--- config.mk ---
export PLATFORM = sky130hd
export DESIGN_NAME = ram_arbiter_2x8_flat
export DESIGN_NICKNAME = d
export VERILOG_FILES = /design/src/rtl/ram_ctrl_pkg.sv /design/src/rtl/ram_arbiter_2x8_if.sv /design/src/rtl/rr_arb2.sv /design/src/rtl/ram_arbiter_2x8.sv /design/src/flat_wrapper.sv
export SDC_FILE = /design/constraint.sdc
export NUM_CORES = 1
export LEC_CHECK = 0
export ABC_AREA = 1
export BUFFER_PORTS_ARGS = -buffer_cell sky130_fd_sc_hd__clkbuf_2
export CORE_UTILIZATION = 25
export CTS_BUF_LIST = sky130_fd_sc_hd__clkbuf_8
export CTS_CLUSTER_SIZE = 8
export DETAILED_ROUTE_END_ITERATION = 10
export SYNTH_ARGS = -nofsm -noshare
export SYNTH_HDL_FRONTEND = slang
export SYNTH_SLANG_ARGS = --single-unit
--- constraint.sdc ---
create_clock -name CLK_ -period 1.3 [get_ports CLK_]
set_input_delay 0.065 -clock CLK_ [delete_from_list [all_inputs] [get_ports CLK_]]
set_output_delay 0.065 -clock CLK_ [all_outputs]
set_load 0.02 [all_outputs]
--- src/rtl/ram_ctrl_pkg.sv ---
// Shared definitions for the 2x8 RAM arbiter: FSM encoding, access direction codes
// and the default word width.
package ram_ctrl_pkg;

  localparam int DW_DEF = 8;

  typedef enum logic [1:0] {
    ST_IDLE   = 2'd0,
    ST_ACCESS = 2'd1,
    ST_DONE   = 2'd2
  } state_t;

  localparam logic RW_WRITE = 1'b1;
  localparam logic RW_READ  = 1'b0;

endpackage

--- src/rtl/ram_arbiter_2x8_if.sv ---
// Requester handshake signals for both ports plus the arbiter-to-RAM bus.
interface ram_arbiter_2x8_if #(
  parameter int DW = 8,
  parameter int CW = 8
);
  logic          req0;
  logic          rw0;
  logic          addr0;
  logic [DW-1:0] wdata0;
  logic          gnt0;
  logic          done0;
  logic [DW-1:0] rdata0;
  logic [CW-1:0] cnt0;

  logic          req1;
  logic          rw1;
  logic          addr1;
  logic [DW-1:0] wdata1;
  logic          gnt1;
  logic          done1;
  logic [DW-1:0] rdata1;
  logic [CW-1:0] cnt1;

  logic          ram_rw;
  logic          ram_addr;
  logic [DW-1:0] ram_wdata;
  logic [DW-1:0] ram_rdata;

  // Requester side: both bus masters.
  modport master (
    output req0, rw0, addr0, wdata0, req1, rw1, addr1, wdata1,
    input  gnt0, done0, rdata0, cnt0, gnt1, done1, rdata1, cnt1
  );

  // Arbiter side: serves both requesters and drives the RAM.
  modport slave (
    input  req0, rw0, addr0, wdata0, req1, rw1, addr1, wdata1,
    output gnt0, done0, rdata0, cnt0, gnt1, done1, rdata1, cnt1,
    output ram_rw, ram_addr, ram_wdata,
    input  ram_rdata
  );

  // RAM side.
  modport mem (
    input  ram_rw, ram_addr, ram_wdata,
    output ram_rdata
  );
endinterface

--- src/rtl/rr_arb2.sv ---
// Combinational two-way round-robin pick; ptr names the requester favoured on a tie.
module rr_arb2 (
  input  logic req0,
  input  logic req1,
  input  logic ptr,
  output logic winner,
  output logic valid
);
  always_comb begin
    valid  = req0 | req1;
    winner = (req0 & req1) ? ptr : req1;
  end
endmodule

--- src/rtl/ram_arbiter_2x8.sv ---
// Two-port round-robin arbiter/sequencer for a shared 2x8 RAM: one 3-cycle
// IDLE -> ACCESS -> DONE transaction per grant.
module ram_arbiter_2x8
  import ram_ctrl_pkg::*;
#(
  parameter int DW = DW_DEF,
  parameter int CW = 8
) (
  input  logic                CLK_,
  input  logic                CLR,
  ram_arbiter_2x8_if.slave    bus
);

  state_t        state, state_nxt;
  logic          ptr;
  logic          pick, pick_vld;
  logic          win_id, win_rw, win_addr;
  logic [DW-1:0] win_wdata;
  logic [DW-1:0] rdata0_q, rdata1_q;
  logic [CW-1:0] cnt0_q, cnt1_q;

  rr_arb2 u_arb (
    .req0   (bus.req0),
    .req1   (bus.req1),
    .ptr    (ptr),
    .winner (pick),
    .valid  (pick_vld)
  );

  always_ff @(posedge CLK_ or negedge CLR) begin
    if (!CLR) state <= ST_IDLE;
    else      state <= state_nxt;
  end

  always_comb begin
    state_nxt = state;
    case (state)
      ST_IDLE:   if (pick_vld) state_nxt = ST_ACCESS;
      ST_ACCESS: state_nxt = ST_DONE;
      ST_DONE:   state_nxt = ST_IDLE;
      default:   state_nxt = ST_IDLE;
    endcase
  end

  // Request is frozen at the arbitration edge; requester inputs are ignored afterwards.
  always_ff @(posedge CLK_ or negedge CLR) begin
    if (!CLR) begin
      win_id    <= 1'b0;
      win_rw    <= RW_READ;
      win_addr  <= 1'b0;
      win_wdata <= '0;
    end else if (state == ST_IDLE && pick_vld) begin
      win_id    <= pick;
      win_rw    <= pick ? bus.rw1    : bus.rw0;
      win_addr  <= pick ? bus.addr1  : bus.addr0;
      win_wdata <= pick ? bus.wdata1 : bus.wdata0;
    end
  end

  always_ff @(posedge CLK_ or negedge CLR) begin
    if (!CLR)                 ptr <= 1'b0;
    else if (state == ST_DONE) ptr <= ~win_id;
  end

  always_ff @(posedge CLK_ or negedge CLR) begin
    if (!CLR) begin
      rdata0_q <= '0;
      rdata1_q <= '0;
    end else if (state == ST_ACCESS && win_rw == RW_READ) begin
      if (win_id) rdata1_q <= bus.ram_rdata;
      else        rdata0_q <= bus.ram_rdata;
    end
  end

  always_ff @(posedge CLK_ or negedge CLR) begin
    if (!CLR) begin
      cnt0_q <= '0;
      cnt1_q <= '0;
    end else if (state == ST_DONE) begin
      if (win_id) cnt1_q <= cnt1_q + CW'(1);
      else        cnt0_q <= cnt0_q + CW'(1);
    end
  end

  // ram_rw is decoded from state so an asynchronous reset drops it immediately.
  always_comb begin
    bus.gnt0      = 1'b0;
    bus.gnt1      = 1'b0;
    bus.done0     = 1'b0;
    bus.done1     = 1'b0;
    bus.ram_rw    = 1'b0;
    bus.ram_addr  = win_addr;
    bus.ram_wdata = win_wdata;
    if (state == ST_ACCESS || state == ST_DONE) begin
      bus.gnt0 = ~win_id;
      bus.gnt1 = win_id;
    end
    if (state == ST_DONE) begin
      bus.done0 = ~win_id;
      bus.done1 = win_id;
    end
    if (state == ST_ACCESS) bus.ram_rw = win_rw;
  end

  always_comb begin
    bus.rdata0 = rdata0_q;
    bus.rdata1 = rdata1_q;
    bus.cnt0   = cnt0_q;
    bus.cnt1   = cnt1_q;
  end

endmodule

--- src/flat_wrapper.sv ---
// flat-port wrapper written by rule: the top's interface ports become plain ports
module ram_arbiter_2x8_flat import ram_ctrl_pkg::*;
#(
  parameter int DW = DW_DEF,
  parameter int CW = 8
)
  (CLK_, CLR, bus_req0, bus_rw0, bus_addr0, bus_wdata0, bus_req1, bus_rw1, bus_addr1, bus_wdata1, bus_gnt0, bus_done0, bus_rdata0, bus_cnt0, bus_gnt1, bus_done1, bus_rdata1, bus_cnt1, bus_ram_rw, bus_ram_addr, bus_ram_wdata, bus_ram_rdata);
  ram_arbiter_2x8_if #(.DW(DW), .CW(CW)) bus_i ();
  input  logic CLK_;
  input  logic CLR;
  input wire logic [$bits(bus_i.req0)-1:0] bus_req0;
  input wire logic [$bits(bus_i.rw0)-1:0] bus_rw0;
  input wire logic [$bits(bus_i.addr0)-1:0] bus_addr0;
  input wire logic [$bits(bus_i.wdata0)-1:0] bus_wdata0;
  input wire logic [$bits(bus_i.req1)-1:0] bus_req1;
  input wire logic [$bits(bus_i.rw1)-1:0] bus_rw1;
  input wire logic [$bits(bus_i.addr1)-1:0] bus_addr1;
  input wire logic [$bits(bus_i.wdata1)-1:0] bus_wdata1;
  output wire logic [$bits(bus_i.gnt0)-1:0] bus_gnt0;
  output wire logic [$bits(bus_i.done0)-1:0] bus_done0;
  output wire logic [$bits(bus_i.rdata0)-1:0] bus_rdata0;
  output wire logic [$bits(bus_i.cnt0)-1:0] bus_cnt0;
  output wire logic [$bits(bus_i.gnt1)-1:0] bus_gnt1;
  output wire logic [$bits(bus_i.done1)-1:0] bus_done1;
  output wire logic [$bits(bus_i.rdata1)-1:0] bus_rdata1;
  output wire logic [$bits(bus_i.cnt1)-1:0] bus_cnt1;
  output wire logic [$bits(bus_i.ram_rw)-1:0] bus_ram_rw;
  output wire logic [$bits(bus_i.ram_addr)-1:0] bus_ram_addr;
  output wire logic [$bits(bus_i.ram_wdata)-1:0] bus_ram_wdata;
  input wire logic [$bits(bus_i.ram_rdata)-1:0] bus_ram_rdata;
  assign bus_i.req0 = bus_req0;
  assign bus_i.rw0 = bus_rw0;
  assign bus_i.addr0 = bus_addr0;
  assign bus_i.wdata0 = bus_wdata0;
  assign bus_i.req1 = bus_req1;
  assign bus_i.rw1 = bus_rw1;
  assign bus_i.addr1 = bus_addr1;
  assign bus_i.wdata1 = bus_wdata1;
  assign bus_gnt0 = bus_i.gnt0;
  assign bus_done0 = bus_i.done0;
  assign bus_rdata0 = bus_i.rdata0;
  assign bus_cnt0 = bus_i.cnt0;
  assign bus_gnt1 = bus_i.gnt1;
  assign bus_done1 = bus_i.done1;
  assign bus_rdata1 = bus_i.rdata1;
  assign bus_cnt1 = bus_i.cnt1;
  assign bus_ram_rw = bus_i.ram_rw;
  assign bus_ram_addr = bus_i.ram_addr;
  assign bus_ram_wdata = bus_i.ram_wdata;
  assign bus_i.ram_rdata = bus_ram_rdata;
  ram_arbiter_2x8 #(.DW(DW), .CW(CW)) u_core (.CLK_(CLK_), .CLR(CLR), .bus(bus_i));
endmodule
==> run_results.csv <==
group,metric,value,unit
logic_synthesis,synth-simple-area-share,0.242,
setup_path,cp-startpoint,"u_core.state[0]",
logic_synthesis,async_flop_share,1.00,
grt,grt_overflow,0,
drt,totalWireLength,4920,µm
min_path,hold_class,"in -> reg",
drt,detailroute.via_count,1858,
logic_synthesis,synthTopCellsByArea,"dfrtp_1 (52%), nand2_1 (14%), inv_1 (6.2%)",
sta,rsz0062_at_grt,"yes",
logic_synthesis,yosys.area.top_type_share,0.525,
setup_path,cp.arrival,1.28,ns
clocking,h-tree-depth,2,
floorplan,io_pins,78,
sta,fin_crit,1.35,ns
drt,drc,0,
logic_synthesis,syn_avg_cell_area,8.57,µm²
setup_path,path_delay_family,"flip-flops",
floorplan,core,0.00834,mm²
clocking,tritoncts,"done",
setup_path,crit_buf_inv,3,
logic_synthesis,yosys.cell_types.count,24,
logic_synthesis,ys_ff_latch,46,
setup_path,path_depth,5,
clocking,clockRootBuffer,"clkbuf_8",
setup_path,critPathSlowestCell,"dfrtp_1",
drt,route.met3.wl,305,µm
drt,top_layer,"met4",
sta,skew,0.00339,ns
place,pre_cts_ws,-0.114,ns
setup_path,worst_r2r_endpoint,"u_core.bus.cnt0[3]",
clocking,clock-sinks,46,
sta,hold_violations,0,
drt,wl_met2,2330,µm
run_status,violations,"negative setup slack",
run,maxCapViolCount,0,
setup_path,crit_end,"bus_ram_rw",
layout,area_delta_synth_final,42.6,%
setup_path,worst_path_largest_cell_delay,0.40,ns
setup_path,crit_required,1.24,ns
setup_path,critPathLaunchType,"flip-flop",
logic_synthesis,synthTopCellsByCount,"nand2_1 (81), dfrtp_1 (46), inv_1 (36), o21ai_0 (27), nor2_1 (17)",
grt,grt_pass1_vias,1689,
sta,report.final.slew_viol_count,0,
setup_path,r2r_setup_slack,-0.03,ns
power,leakage,1.70,nW
logic_synthesis,yosys.area_share.adder,0.0342,
floorplan,num_rows,33,
setup_path,path_cells,"buf_4 > ha_4 > nand2_1 > inv_1 > clkbuf_8",
drt,drt-met1-wl,2250,µm
clocking,cts_made_buffers,5,
grt,antenna_found_initial,0,
grt,grt_max_degree,47,
logic_synthesis,ys_seq_area_frac,0.525,
sta,finalSetupViolations,10,
logic_synthesis,synth_most_common_cell,"nand2_1",
sta,max_freq,0.742,GHz
setup_path,worstPathMaxFanout,3,
logic_synthesis,ys.flop_type,"dfrtp_1",
clocking,clock_tree.buffer_depth,2,
place,port_buffers,77,
logic_synthesis,synth_top_family_by_area,"simple AND/OR/NAND/NOR gates",
floorplan,initial_utilization,0.263,
logic_synthesis,synth_compound_area_frac,0.0736,
power,p_per_area,2290,mW/mm²
logic_synthesis,synth_xor_area_frac,0.0319,
sta,tightestPinTransition,0.360,ns
drt,ant_nets,0,
floorplan,dieArea,0.00915,mm²
floorplan,chipHeight,95.7,µm
logic_synthesis,synth-edff-count,0,
place,dp_cells,441,
layout,layout.nets,388,
logic_synthesis,yosysTopAreaCell,"dfrtp_1",
grt,grt_first_pass_wirelength,7810,µm
drt,wl_per_cell,10.8,µm
power,peakVddDrop,0.000796,V
sta,layout_setup_ws,-0.0478,ns
setup_path,reg2reg_depth,8,
setup_path,worst_setup_path_end_kind,"primary output",
layout,layout.cells.non_filler,456,
sta,finalCritPeriodShare,1.04,
floorplan,die_width,95.7,µm
layout,drive_gt1_frac,0.393,
drt,drt_first_iter_violations,29,
layout,diodes,0,
place,hpwl,3540,µm
drt,via_per_inst,4.07,
setup_path,r2r-start,"u_core.state[0]",
place,gp_congestion,0.713,
logic_synthesis,ys_warn_count,0,
logic_synthesis,syn_inst,256,
drt,drt_pass1_iterations,4,
logic_synthesis,netlist_area,0.00219,mm²
logic_synthesis,synth_mux_area_frac,0,
clocking,clk_latency,0.29,ns
logic_synthesis,syn_nets,294,
run_status,outcome,"finished, violations left",
sta,relSlewSlack,0.759,
clocking,path_clk_slew,0.08,ns
grt,grt_usage,0.111,
layout,fillCellCount,857,
setup_path,critPathKind,"reg -> out",
==> cell usage in the layout, fill, tap and decap left out, types with 2 or more instances in the layout <==
cell type  Yosys  final
a21oi_1        3      3
dfrtp_1       46     46
nor2_1        17     15
xnor2_1        3      3
inv_2          3      7
buf_6          2      6
o21ai_2        0      3
o21ai_1        1      9
buf_8          0      3
xor2_1         5      4
buf_4          2      8
nand2_2        0      5
nor2_4         1      3
nand3_2        0      4
nand2_1       81     75
buf_12         0      3
clkbuf_2       0     72
ha_1           6      3
inv_4          0      2
nand3_4        2      3
nand3b_1       2      2
ha_4           0      3
clkbuf_8       0      6
nand2_4        2      3
nor2_2         3      3
inv_1         36     32
o21ai_0       27     16
nand3_1        7      2
==> cell type report <==
class | instances | area, µm² | area share
clock buffer | 5 | 68.8 | 0.0220
clock inverter | 3 | 37.5 | 0.0120
sequential | 46 | 1150 | 0.368
timing repair buffer | 94 | 617 | 0.197
tap | 105 | 131 | 0.0420
multi-input combinational | 163 | 962 | 0.308
inverter | 40 | 160 | 0.0512
==> per-stage QoR <==
stage	total power [mW]	util	hold WS, ns	TNS (ns)	area (µm²)
final	7.18	0.375	0.0143	-0.286	3130
after global routing	7.75	0.375	0.0289	-1.96	3130
after CTS	7.00	0.364	0.00740	-0.520	3040
after detailed placement	5.62	0.334	0.0717	-1.05	2790
after global placement	5.54	0.334	0.0728	-0.472	2790
after floorplan	4.46	-	-0.231	0	2210
==> worst min-delay path: stages <==
cell      delay [ns]
clkbuf_2        0.08
inv_1           0.05
o21ai_0         0.07
==> layer usage <==
metal	vias up	global-route usage
li1	967	-
met1	831	0.143
met2	55	0.184
met3	5	0.0303
met4	0	0.0299
met5	-	0
==> report_power, final <==
group / internal (mW) / total (mW) / switching [mW]
Clock: 0.560 / 1.01 / 0.449
Sequential: 2.03 / 2.52 / 0.494
Combinational: 1.51 / 3.65 / 2.14
==> state kept, by name (all words and copies together) (netlist names) <==
signal / count
u_core.bus.ram_addr: 1
u_core.bus.cnt1: 8
u_core.win_id: 1
u_core.state: 2
u_core.bus.ram_wdata: 8
u_core.bus.rdata0: 8
u_core.ptr: 1
u_core.bus.rdata1: 8
u_core.bus.cnt0: 8
u_core.win_rw: 1
==> kinds of logic (layout without fill, tap and decap cells) <==
| group | after synthesis | after routing |
|---|---|---|
| XOR/XNOR | 8 | 8 |
| AO/OA/AOI/OAI | 32 | 32 |
| flip-flops | 46 | 46 |
| buffers and inverters | 47 | 142 |
| adder cells (fa/ha/maj) | 6 | 6 |
| AND/OR/NAND/NOR | 117 | 117 |
==> worst min path at each step <==
stage                     startpoint  slack (ns)  depth (start not counted)              endpoint
global route        bus_ram_rdata[0]        0.03                          3  u_core.bus.rdata1[0]
global placement                 CLR        0.07                          2    u_core.bus.cnt0[2]
floorplan                        CLR       -0.23                          0    u_core.bus.cnt0[0]
CTS                 bus_ram_rdata[5]       0.007                          3  u_core.bus.rdata0[5]
finish              bus_ram_rdata[6]        0.01                          3  u_core.bus.rdata1[6]
detailed placement               CLR        0.07                          2    u_core.bus.cnt0[2]
==> timing repair <==
action | 4_1_cts | 5_1_grt
endpoints found under the hold margin | 46 | 0
setup endpoints to repair | 16 | 28
buffers inserted | 6 | 1
resized for setup | 22 | 38
pin swaps | 4 | 9
hold buffers | 1 | 0
Power figures use the tool's default switching activity.
